## config.mk

```make
export PLATFORM = sky130hd
export DESIGN_NAME = multi_return_search
export DESIGN_NICKNAME = d
export VERILOG_FILES = /design/src/rtl/multi_return_search.sv
export SDC_FILE = /design/constraint.sdc
export NUM_CORES = 1
export LEC_CHECK = 0
export BUFFER_PORTS_ARGS = -buffer_cell sky130_fd_sc_hd__buf_2
export CORE_MARGIN = 5
export CORE_UTILIZATION = 61
export DETAILED_ROUTE_END_ITERATION = 10
export PLACE_DENSITY = 0.8
export SLEW_MARGIN = 20
export SYNTH_ARGS = -nofsm -noshare
export SYNTH_HDL_FRONTEND = slang
export SYNTH_SLANG_ARGS = --single-unit
```

## constraint.sdc

```tcl
create_clock -name clk -period 12.6 [get_ports clk]
set_clock_uncertainty 0.05 [all_clocks]
set_input_delay 1.89 -clock clk [delete_from_list [all_inputs] [get_ports clk]]
set_output_delay 1.89 -clock clk [all_outputs]
set_load 0.05 [all_outputs]
```

## src/rtl/multi_return_search.sv

```systemverilog
// multi_return_search: table-search engine with early-return (first-match)
// and full-scan (count) modes. One table entry is compared per cycle
// against a key captured on start; the result is presented with a
// one-cycle done pulse and held until the next accepted start.
module multi_return_search #(
  parameter  int WIDTH = 32,
  parameter  int DEPTH = 8,
  localparam int IDXW  = $clog2(DEPTH)
) (
  input  logic             clk,
  input  logic             reset,
  input  logic             wr_en,
  input  logic [IDXW-1:0]  wr_addr,
  input  logic [WIDTH-1:0] wr_data,
  input  logic             start,
  input  logic [WIDTH-1:0] key,
  input  logic             mode,
  output logic             busy,
  output logic             done,
  output logic             found,
  output logic [WIDTH-1:0] out1
);

  localparam logic [7:0] ST_INITIAL = 8'd0;
  localparam logic [7:0] ST_IDLE    = 8'd1;
  localparam logic [7:0] ST_SCAN    = 8'd2;

  logic [7:0]       fsm_state_q, fsm_state_d;
  logic [WIDTH-1:0] table_q [DEPTH];
  logic [WIDTH-1:0] table_d [DEPTH];
  logic [WIDTH-1:0] key_q, key_d;
  logic             mode_q, mode_d;
  logic [IDXW-1:0]  idx_q, idx_d;
  logic [IDXW:0]    cnt_q, cnt_d;
  logic             busy_q, busy_d;
  logic             done_q, done_d;
  logic             found_q, found_d;
  logic [WIDTH-1:0] out1_q, out1_d;

  // Compare path: the registered table value is used, so a same-cycle
  // write to the compared entry is only seen by later comparisons.
  logic             hit_s;
  logic             last_s;
  logic             early_s;
  logic [IDXW:0]    idx_p1_s;
  logic [IDXW:0]    cnt_fin_s;

  assign hit_s     = (table_q[idx_q] == key_q);
  assign last_s    = (idx_q == IDXW'(DEPTH - 1));
  assign early_s   = (!mode_q) && hit_s;
  assign idx_p1_s  = {1'b0, idx_q} + {{IDXW{1'b0}}, 1'b1};
  assign cnt_fin_s = cnt_q + {{IDXW{1'b0}}, hit_s};

  // State register.
  always_ff @(posedge clk or posedge reset) begin
    if (reset) begin
      fsm_state_q <= ST_INITIAL;
    end else begin
      fsm_state_q <= fsm_state_d;
    end
  end

  // Next-state logic: initial -> idle, idle -> scan on start, scan returns
  // to idle on an early hit or after the last entry.
  always_comb begin
    fsm_state_d = fsm_state_q;
    case (fsm_state_q)
      ST_INITIAL: fsm_state_d = ST_IDLE;
      ST_IDLE: begin
        if (start) begin
          fsm_state_d = ST_SCAN;
        end else begin
          fsm_state_d = ST_IDLE;
        end
      end
      ST_SCAN: begin
        if (early_s || last_s) begin
          fsm_state_d = ST_IDLE;
        end else begin
          fsm_state_d = ST_SCAN;
        end
      end
      default: fsm_state_d = ST_IDLE;
    endcase
  end

  // Datapath and output next values; done defaults low so it pulses.
  always_comb begin
    key_d   = key_q;
    mode_d  = mode_q;
    idx_d   = idx_q;
    cnt_d   = cnt_q;
    busy_d  = busy_q;
    done_d  = 1'b0;
    found_d = found_q;
    out1_d  = out1_q;
    case (fsm_state_q)
      ST_INITIAL: begin
        busy_d = 1'b0;
      end
      ST_IDLE: begin
        if (start) begin
          key_d   = key;
          mode_d  = mode;
          idx_d   = {IDXW{1'b0}};
          cnt_d   = {(IDXW+1){1'b0}};
          busy_d  = 1'b1;
          found_d = 1'b0;
          out1_d  = {WIDTH{1'b0}};
        end else begin
          busy_d = busy_q;
        end
      end
      ST_SCAN: begin
        if (early_s) begin
          out1_d  = WIDTH'(idx_p1_s);
          found_d = 1'b1;
          done_d  = 1'b1;
          busy_d  = 1'b0;
        end else if (last_s) begin
          done_d = 1'b1;
          busy_d = 1'b0;
          cnt_d  = cnt_fin_s;
          if (mode_q) begin
            out1_d  = WIDTH'(cnt_fin_s);
            found_d = (cnt_fin_s != {(IDXW+1){1'b0}});
          end else begin
            out1_d  = {WIDTH{1'b0}};
            found_d = 1'b0;
          end
        end else begin
          cnt_d = cnt_fin_s;
          idx_d = idx_q + {{(IDXW-1){1'b0}}, 1'b1};
        end
      end
      default: begin
        busy_d = 1'b0;
      end
    endcase
  end

  // Table write port, open in every state.
  always_comb begin
    table_d = table_q;
    if (wr_en) begin
      table_d[wr_addr] = wr_data;
    end else begin
      table_d[wr_addr] = table_q[wr_addr];
    end
  end

  // Datapath, table and output registers; reset clears everything.
  always_ff @(posedge clk or posedge reset) begin
    if (reset) begin
      key_q   <= {WIDTH{1'b0}};
      mode_q  <= 1'b0;
      idx_q   <= {IDXW{1'b0}};
      cnt_q   <= {(IDXW+1){1'b0}};
      busy_q  <= 1'b0;
      done_q  <= 1'b0;
      found_q <= 1'b0;
      out1_q  <= {WIDTH{1'b0}};
      for (int i = 0; i < DEPTH; i++) begin
        table_q[i] <= {WIDTH{1'b0}};
      end
    end else begin
      key_q   <= key_d;
      mode_q  <= mode_d;
      idx_q   <= idx_d;
      cnt_q   <= cnt_d;
      busy_q  <= busy_d;
      done_q  <= done_d;
      found_q <= found_d;
      out1_q  <= out1_d;
      for (int i = 0; i < DEPTH; i++) begin
        table_q[i] <= table_d[i];
      end
    end
  end

  assign busy  = busy_q;
  assign done  = done_q;
  assign found = found_q;
  assign out1  = out1_q;

endmodule

```

Word-level counts from Yosys, hierarchy flattened
Cells that the tools add are included.
Word-level totals
  bits in registers: 339
  bits of input ports: 72
Cells by class
  add/sub/neg operators: 3
  order comparisons: 3
  eq/ne operators: 8
  mux-type cells: 38
  bitwise logic cells: 2
  reduce and logical (&&, ||, !) cells: 11
Operator list (number)
  bitwise mux 256 bit: 2
  two-way mux 256 bit: 1
  two-way mux 32 bit: 8
  binary-select mux 32 bit (select 3 bit): 2
  demux 32 bit (select 3 bit): 1
  case mux 32 bit (2 select lines): 1
  == test 32 bit: 1
  two-way mux 4 bit: 3
  two-way mux 1 bit: 10
  two-way mux 3 bit: 3
  == test 8 x 1 -> 1 bit, second input constant: 1
  == test 8 x 2 -> 1 bit, second input constant: 1
  >= comparator 4 bit, second input constant: 2
  inverter 3 -> 4 bit: 2
  case mux 4 bit (2 select lines): 1
  != test 2 bit, second input constant: 3
  case mux 3 bit (2 select lines): 1
  AND reduction 3 bit: 2
  adder 3 x 1 -> 4 bit, second input constant: 1
  adder 4 x 1 -> 4 bit: 1
  less-than comparator 4 x 1 -> 1 bit, second input constant: 1
  two-way mux 2 bit: 2
  case mux 1 bit (2 select lines): 2
  case mux 2 bit (2 select lines): 1
  other kinds (10): 12

Logic depth before layout (Yosys ltp)
Gate-level depths: netlist of the first run.
  word-level depth: 11
  depth in mapped cells: 18
  gate-level depth less buffers: 14

Worst setup path after synthesis of the first run
Ideal clock, no wire load.
  kind: input -> register
  start: input wr_addr[0]
  end: register table_q[0] in the netlist's numbering
  library setup time: 0.139 ns
  arrival: 3.894 ns
  setup slack: 8.518 ns
  cell stages on the path: 8
  path buffers: 3
  path through: buf_1 > buf_2 > buf_1 > mux4_2 > mux2i_1 > nor2_1 > a21oi_1 > o21ai_0
On the way
  cells in the longest elaborated chain, start to end: 7
RTL lines
  start, declared: line 13  | input logic [IDXW-1:0] wr_addr,
  inverter 3 -> 4 bit (not written as such) *: line 146, 148
  >= comparator 4 bit (not written as such) or less-than comparator 4 x 1 -> 1 bit (tied branches): line 146, 148
  logical AND 1 bit (not written as such): line 146, 148
  two-way mux 32 bit (not written as such): line 146, 148
  demux 32 bit (select 3 bit): line 146, 148
  bitwise mux 256 bit (on tied branches): line 148, 146
  two-way mux 256 bit *: line 145  | if (wr_en) begin
  end signal, assigned by index: line 164  | table_q[i] <= {WIDTH{1'b0}};
  end signal, assigned by index: line 176  | table_q[i] <= table_d[i];
  end, declared: line 29  | logic [WIDTH-1:0] table_q [DEPTH];
Mark *: on every way between the ends. The rest lies on a longest branch, timed or not. The select of a mux whose other input is x is not followed.
A chain may end at the register's enable or synchronous reset.

Final worst setup path of the first run
  start: register idx_q[0]
  end: register found_q (netlist: found)
On the way
  cells in the longest elaborated chain, start to end: 11
RTL lines
  start, declared: line 33  | logic [IDXW-1:0] idx_q, idx_d;
  start signal, assigned: line 157  | idx_q <= {IDXW{1'b0}};
  start signal, assigned: line 169  | idx_q <= idx_d;
  inverter 3 -> 4 bit (not written as such): line 48  | assign hit_s = (table_q[idx_q] == key_q);
  binary-select mux 32 bit (select 3 bit): line 48
  two-way mux 32 bit (not written as such) (2 in series): line 48
  == test 32 bit: line 48
  adder 4 x 1 -> 4 bit: line 52  | assign cnt_fin_s = cnt_q + {{IDXW{1'b0}}, hit_s};
  nonzero test 4 bit: line 126  | found_d = (cnt_fin_s != {(IDXW+1){1'b0}});
  two-way mux 1 bit: line 124  | if (mode_q) begin
  two-way mux 1 bit: line 120  | end else if (last_s) begin
  two-way mux 1 bit: line 115  | if (early_s) begin
  case mux 1 bit (2 select lines): line 97  | case (fsm_state_q)
  end signal, assigned: line 173  | found_q <= found_d;
  end, declared: line 37  | logic found_q, found_d;
Several ways; a longest one is shown, not always the timed one. The select of a mux whose other input is x is not followed.

==> results of run 1 <==
cells in the final DEF, fill, tap and decap left out, drive strengths merged, types with 9 or more instances in the layout:
| cell | instances |
|---|---|
| nor2 | 30 |
| nand2 | 319 |
| clkbuf | 54 |
| dfrtp | 305 |
| o21ai | 322 |
| mux2 | 60 |
| buf | 101 |
| xor2 | 22 |
| inv | 10 |
| o211ai | 18 |
| and2 | 9 |
| conb | 28 |
| mux2i | 90 |
| nor2b | 11 |
| a221oi | 13 |
| a22o | 18 |
| nand3 | 20 |
| a21oi | 16 |
| mux4 | 58 |
| a22oi | 29 |
cell families (layout without fill, tap and decap cells):
kind of cell             after synthesis  in the layout  share of synthesized area
flip-flops                           305            305                     0.4782
adder cells (fa/ha/maj)                6              6                   0.004704
AND/OR/NAND/NOR                      412            412                     0.1068
multiplexers                         208            208                     0.1806
other                                  1             28                  0.0002350
buffers and inverters                159            171                    0.04704
XOR/XNOR                              28             28                    0.01536
AO/OA/AOI/OAI                        455            455                     0.1671
flip-flops by register name (all words and copies together) (netlist names):
signal / flops
busy: 1
cnt_q: 4
done: 1
found: 1
fsm_state_q: 2
idx_q: 3
key_q: 32
mode_q: 1
out1: 4
table_q: 256
layer usage:
layer  vias up  global-route usage  share of wire
met4         0              0.1162          0.037
met3       135             0.07699           0.10
met5         -                   0              0
li1       5624                   -              -
met2       697              0.4843           0.47
met1      6305              0.4079           0.39
stage by stage:
step / power, mW / hold WS [ps]
floorplan: 2.058 / 408.8
global placement: 2.279 / 425.0
global route: 3.487 / 463.5
finish: 3.324 / 446.6
detailed placement: 2.323 / 436.4
CTS: 3.319 / 450.7
worst paths after layout:
kind                                    startpoint                       to  cells past startpoint
min                        table_q[63]$_DFFE_PP0P_  table_q[63]$_DFFE_PP0P_                      2
max in group asynchronous                    reset     idx_q[1]$_DFFE_PP0P_                      3
max                           idx_q[0]$_DFFE_PP0P_        found$_DFFE_PP0P_                     14
min in group asynchronous                    reset    key_q[20]$_DFFE_PP0P_                      2
max reg2reg                   idx_q[0]$_DFFE_PP0P_        found$_DFFE_PP0P_                     14
min reg2reg                table_q[63]$_DFFE_PP0P_  table_q[63]$_DFFE_PP0P_                      2
layout make-up:
| type | count | area, um2 |
|---|---|---|
| Timing Repair Buffer | 101 | 571.8 |
| Inverter | 12 | 57.56 |
| Clock buffer | 54 | 1040 |
| Clock inverter | 4 | 73.82 |
| Tap cell | 335 | 419.2 |
| Multi-Input combinational cell | 1137 | 7704 |
| Sequential cell | 305 | 7641 |
| Fill cell | 1944 | 8404 |
worst max-delay path, stage by stage (launching register included):
cell      delay [ps]
dfrtp_4          750
buf_4            680
mux4_2           600
mux2i_1          170
xor2_1           470
o221ai_1         400
nor4_2           280
nand4_2          300
inv_1            130
ha_1             180
ha_1             270
nor3_1           200
nand2_1           70
a31oi_1          170
o21ai_1           70
report_power, final:
group	internal [mW]	switching, mW	total, mW
Combinational	0.401	0.500	0.901
Clock	0.606	0.387	0.993
Sequential	1.21	0.219	1.43
==> impl_metrics.env, run 1 <==
export IMPL_outcome="complete, no violations"
export IMPL_nNetsFinal=1670
export IMPL_cp_arrival_ps=5310
export IMPL_ys_seq_area_frac=0.4782
export IMPL_post_dp_cell_area_mm2=0.01638
export IMPL_rsz0062_at_grt="no"
export IMPL_power_density_mw_per_mm2=189.8
export IMPL_drcViolationCount=0
export IMPL_synth_ff_type="dfrtp_1"
export IMPL_setup_viol_count_final=0
export IMPL_grt_usage=0.3045
export IMPL_synthToLayoutAreaGrowth_pct=9.690
export IMPL_cap_violations=0
export IMPL_final_util=0.6756
export IMPL_synth_cell_types=63
export IMPL_cp_end_kind="flop"
export IMPL_cp_max_fo=40
export IMPL_dp_cells=1890
export IMPL_post_cts_resize_count=0
export IMPL_dpl_hpwl_um=27260
export IMPL_hp_class="reg -> reg"
export IMPL_setup_worst_path_start_class="flop"
export IMPL_grt_pass1_vias=12594
export IMPL_synthTopCellsByArea="dfrtp_1 48%, o21ai_0 9.9%, mux4_2 8.2%"
export IMPL_die_h_um=171.8
export IMPL_finalWorstSetupSlack_ps=7631
export IMPL_ant_nets=0
export IMPL_wl_per_cell_um=22.74
export IMPL_start_util=0.6160
export IMPL_relSlewSlack=0.2538
export IMPL_synth_edf_count=0
export IMPL_synth_common_cells="319 x nand2_1, 316 x o21ai_0, 305 x dfrtp_1"
export IMPL_required_ps=12940
export IMPL_cts_root_buffer="clkbuf_16"
export IMPL_clk_path_buf_depth=3
export IMPL_wl_um=44290
export IMPL_drive_gt1_frac=0.1804
export IMPL_grt_pass1_wl_um=69820
export IMPL_synth_most_common_cell="nand2_1"
export IMPL_path_class="reg -> reg"
export IMPL_design_area_mm2=0.01751
export IMPL_core_area_mm2=0.02591
export IMPL_h_tree_depth=2
export IMPL_synthCells=1574
export IMPL_drt_pass1_iter_count=6
export IMPL_irDropWorstVdd_mv=0.1533
export IMPL_finalMaxSlewViolations=0
export IMPL_cts_tree="built"
export IMPL_insertion_delay_ps=520
export IMPL_cts_hold_buf=0
export IMPL_synth_top_area_frac=0.4782
export IMPL_syn_area_mm2=0.01596
export IMPL_setup_tns_ps=0
export IMPL_rows=59
export IMPL_postCtsSetupRepairBufs=0
export IMPL_instances_no_fill=1948
export IMPL_cts_buffers=35
export IMPL_hold_viol_final=0
export IMPL_grt_overflow_total=0
export IMPL_fin_crit_ps=4969
export IMPL_drtIter0Drc=1350
export IMPL_cts_sinks=305
export IMPL_timing_fmax_mhz=201.2
export IMPL_grt_start_max_net_pins=156
export IMPL_ys_ff_latch=305
export IMPL_routed_via_density=6.551
export IMPL_synthArstFlopShare=1.000
export IMPL_antenna_found_initial=0
export IMPL_synth_largest_area_cell="dfrtp_1"
export IMPL_fp_dieW_um=171.8
export IMPL_clk_pin_slew_ps=60
export IMPL_avgSynthCellArea_um2=10.14
export IMPL_num_vias=12761
export IMPL_die_area_mm2=0.02950
export IMPL_pin_count=107
export IMPL_pre_cts_ws_ps=7335
export IMPL_power_leakage_nw=7.664
export IMPL_gp_congestion=0.8692
export IMPL_layout_worst_path_cycle_share=0.3944
export IMPL_port_buffers=78
export IMPL_diodes=0
export IMPL_r2r_setup_slack_ps=7630
export IMPL_synth_warnings=0
export IMPL_worst_slew_pin_slew_ps=1118
Note: power is estimated with default switching activity, not from simulation.
==> run 2: changes to the inputs <==
--- a/config.mk
+++ b/config.mk
@@ -7,9 +7,9 @@
 export LEC_CHECK = 0
 export BUFFER_PORTS_ARGS = -buffer_cell sky130_fd_sc_hd__buf_2
 export CORE_MARGIN = 5
-export CORE_UTILIZATION = 61
+export CORE_UTILIZATION = 55
 export DETAILED_ROUTE_END_ITERATION = 10
-export PLACE_DENSITY = 0.8
+export PLACE_DENSITY = 0.76
 export SLEW_MARGIN = 20
 export SYNTH_ARGS = -nofsm -noshare
 export SYNTH_HDL_FRONTEND = slang
==> constraint.sdc (replaced) <==
create_clock -name clk -period 4.3 [get_ports clk]
set_clock_uncertainty 0.05 [all_clocks]
set_input_delay 0.645 -clock clk [delete_from_list [all_inputs] [get_ports clk]]
set_output_delay 0.645 -clock clk [all_outputs]
set_load 0.05 [all_outputs]
==> run 2 against run 1 <==
  * Routed wire length up 3.5%
  * Maximum frequency rose by 21%
  * Cell area up 1.9%
  * Sequential share of layout area fell by 0.79 points
  * Register-to-register slack lost 7400 ps
  * Via count increased by 1.8%
  * Sequential power rose to 3.0 times the previous value
  * Cell count up 3.6%
  * Non-clock buffer count rose by 21
  * Critical path depth unchanged
  * Flip-flop and latch count is the same
  * Worst setup slack worse by 7400 ps
==> impl_metrics.env, run 2 (synthesis gave the netlist of run 1 again) <==
export IMPL_drtIter0Drc=1310
export IMPL_slowest_delay_ps=760
export IMPL_drcViolationCount=0
export IMPL_slowest_stage="dfrtp_4"
export IMPL_regMostFlops="table_q"
export IMPL_cts_tree="built"
export IMPL_dp_cells=1960
export IMPL_grt_start_max_net_pins=87
export IMPL_antenna_found_initial=0
export IMPL_clk_path_buf_depth=3
export IMPL_path_class="reg -> reg"
export IMPL_top_regs="table_q (256), key_q (32)"
export IMPL_cts_hold_buf=0
export IMPL_drt_pass1_iter_count=6
export IMPL_cap_violations=0
export IMPL_wl_um=45850
export IMPL_finalMaxSlewViolations=0
export IMPL_timing_fmax_mhz=244.2
export IMPL_critPathTopFamily="flip-flops"
export IMPL_die_h_um=180.4
export IMPL_cp_end_kind="flop"
export IMPL_drive_gt1_frac=0.1933
export IMPL_final_cell_mix="316 x o21ai_0, 312 x nand2_1, 302 x dfrtp_1"
export IMPL_largest_register_ffs=256
export IMPL_cp_max_fo=28
export IMPL_num_vias=12997
export IMPL_power_density_mw_per_mm2=552.9
export IMPL_r2r_end="found$_DFFE_PP0P_"
export IMPL_r2r_start="idx_q[0]$_DFFE_PP0P_"
export IMPL_required_ps=4640
export IMPL_crit_chain="buf_4 > mux4_2 > mux2i_1 > xor2_1 > o221ai_1 > nor4_2 > nand4_2 > inv_1 > ha_1 > ha_1 > nor3_1 > nand2_1 > a31oi_1 > o21ai_1"
export IMPL_hp_class="in -> async"
export IMPL_grt_pass1_wl_um=72550
export IMPL_ant_nets=0
export IMPL_post_cts_resize_count=0
export IMPL_worst_path_buf_inv=2
export IMPL_postCtsSetupRepairBufs=0
export IMPL_insertion_delay_ps=520
export IMPL_r2r_cells=14
export IMPL_r2r_setup_slack_ps=200
export IMPL_clk_pin_slew_ps=60
export IMPL_rows=62
export IMPL_wl_per_cell_um=22.71
export IMPL_cp_arrival_ps=4440
export IMPL_cpMostUsedCell="ha_1"
export IMPL_h_tree_depth=2
export IMPL_port_buffers=78
export IMPL_routed_via_density=6.437
export IMPL_rsz0062_at_grt="no"
export IMPL_power_leakage_nw=7.810
export IMPL_fin_crit_ps=4095
export IMPL_cts_root_buffer="clkbuf_16"
export IMPL_setup_worst_path_start_class="flop"
export IMPL_diodes=0
export IMPL_synthToLayoutAreaGrowth_pct=11.72
export IMPL_outcome="complete, no violations"
export IMPL_grt_overflow_total=0
export IMPL_hold_viol_final=0
export IMPL_layout_worst_path_cycle_share=0.9524
export IMPL_start_util=0.5561
export IMPL_instances_no_fill=2019
export IMPL_fp_dieW_um=180.4
export IMPL_pin_count=107
export IMPL_irDropWorstVdd_mv=0.2872
export IMPL_worst_slew_pin_slew_ps=1158
export IMPL_setup_viol_count_final=0
export IMPL_nNetsFinal=1690
export IMPL_cts_buffers=34
export IMPL_gp_congestion=0.9039
export IMPL_dpl_hpwl_um=29720
export IMPL_die_area_mm2=0.03253
export IMPL_grt_pass1_vias=12740
export IMPL_cts_sinks=305
export IMPL_relSlewSlack=0.2272
export IMPL_holdWs_ps=286.0
export IMPL_grt_usage=0.2787
export IMPL_core_area_mm2=0.02870
export IMPL_layout_commonest_cell="o21ai_0"
run 2: cell count changes in the layout (fill, tap and decap cells not counted):
cell / before / now
clkinv_4: 1 / 0
bufinv_16: 2 / 1
nor2b_1: 10 / 11
buf_12: 0 / 8
buf_4: 24 / 38
nor2b_2: 1 / 0
inv_2: 2 / 1
clkinv_2: 1 / 4
clkbuf_1: 12 / 8
clkinv_8: 1 / 0
buf_6: 1 / 0
clkinvlp_4: 0 / 2
clkbuf_8: 5 / 9
run 2: worst register-to-register path, stage by stage (launching register included):
cell and delay, ps:
dfrtp_4 760, buf_4 350, mux4_2 520, mux2i_1 180
xor2_1 400, o221ai_1 230, nor4_2 260, nand4_2 180
inv_1 90, ha_1 170, ha_1 260, nor3_1 200
nand2_1 70, a31oi_1 180, o21ai_1 70
run 2: stage by stage:
stage | instance area (um2) | worst slack (ps) | power [mW] | util | setup TNS [ps]
after CTS | 17830 | 190.7 | 9.833 | 0.6212 | 0
after floorplan | 16070 | -452.0 | 6.032 | - | -137860
after detailed placement | 16700 | 257.2 | 6.875 | 0.5817 | 0
final | 17830 | 204.7 | 9.859 | 0.6212 | 0
after global placement | 16700 | 306.7 | 6.778 | 0.5817 | 0
after global routing | 17830 | 19.21 | 10.32 | 0.6212 | 0
run 2: final cells by class:
| class | instances | area (um2) |
|---|---|---|
| fill | 2266 | 10870 |
| multi-input combinational | 1137 | 7701 |
| sequential | 305 | 7641 |
| tap | 384 | 480.5 |
| timing repair buffer | 122 | 825.8 |
| clock buffer | 54 | 1080 |
| inverter | 12 | 50.05 |
| clock inverter | 5 | 52.55 |
run 2: how the worst max path moves through the flow:
stage	start	endpoint	slack (ps)	cells after the start
after global placement	idx_q[0]$_DFFE_PP0P_	found$_DFFE_PP0P_	310	14
after detailed placement	idx_q[0]$_DFFE_PP0P_	found$_DFFE_PP0P_	260	14
after CTS	idx_q[0]$_DFFE_PP0P_	found$_DFFE_PP0P_	190	14
after floorplan	reset	busy$_DFFE_PP0P_	-450	1
after global routing	idx_q[0]$_DFFE_PP0P_	found$_DFFE_PP0P_	20	14
final	idx_q[0]$_DFFE_PP0P_	found$_DFFE_PP0P_	200	14
run 2: layer usage:
layer	up-vias	global-route usage	part of all wire
met2	729	0.4310	0.46
met4	0	0.1062	0.037
met5	-	0	0
li1	5668	-	-
met1	6484	0.3888	0.40
met3	116	0.06298	0.098
run 2: power breakdown:
| part | internal, mW | total, mW | switching, mW | leakage, nW |
|---|---|---|---|---|
| logic | 1.21 | 2.63 | 1.42 | 3.47 |
| clock network | 1.78 | 2.95 | 1.17 | 0.556 |
| registers | 3.55 | 4.27 | 0.728 | 3.79 |
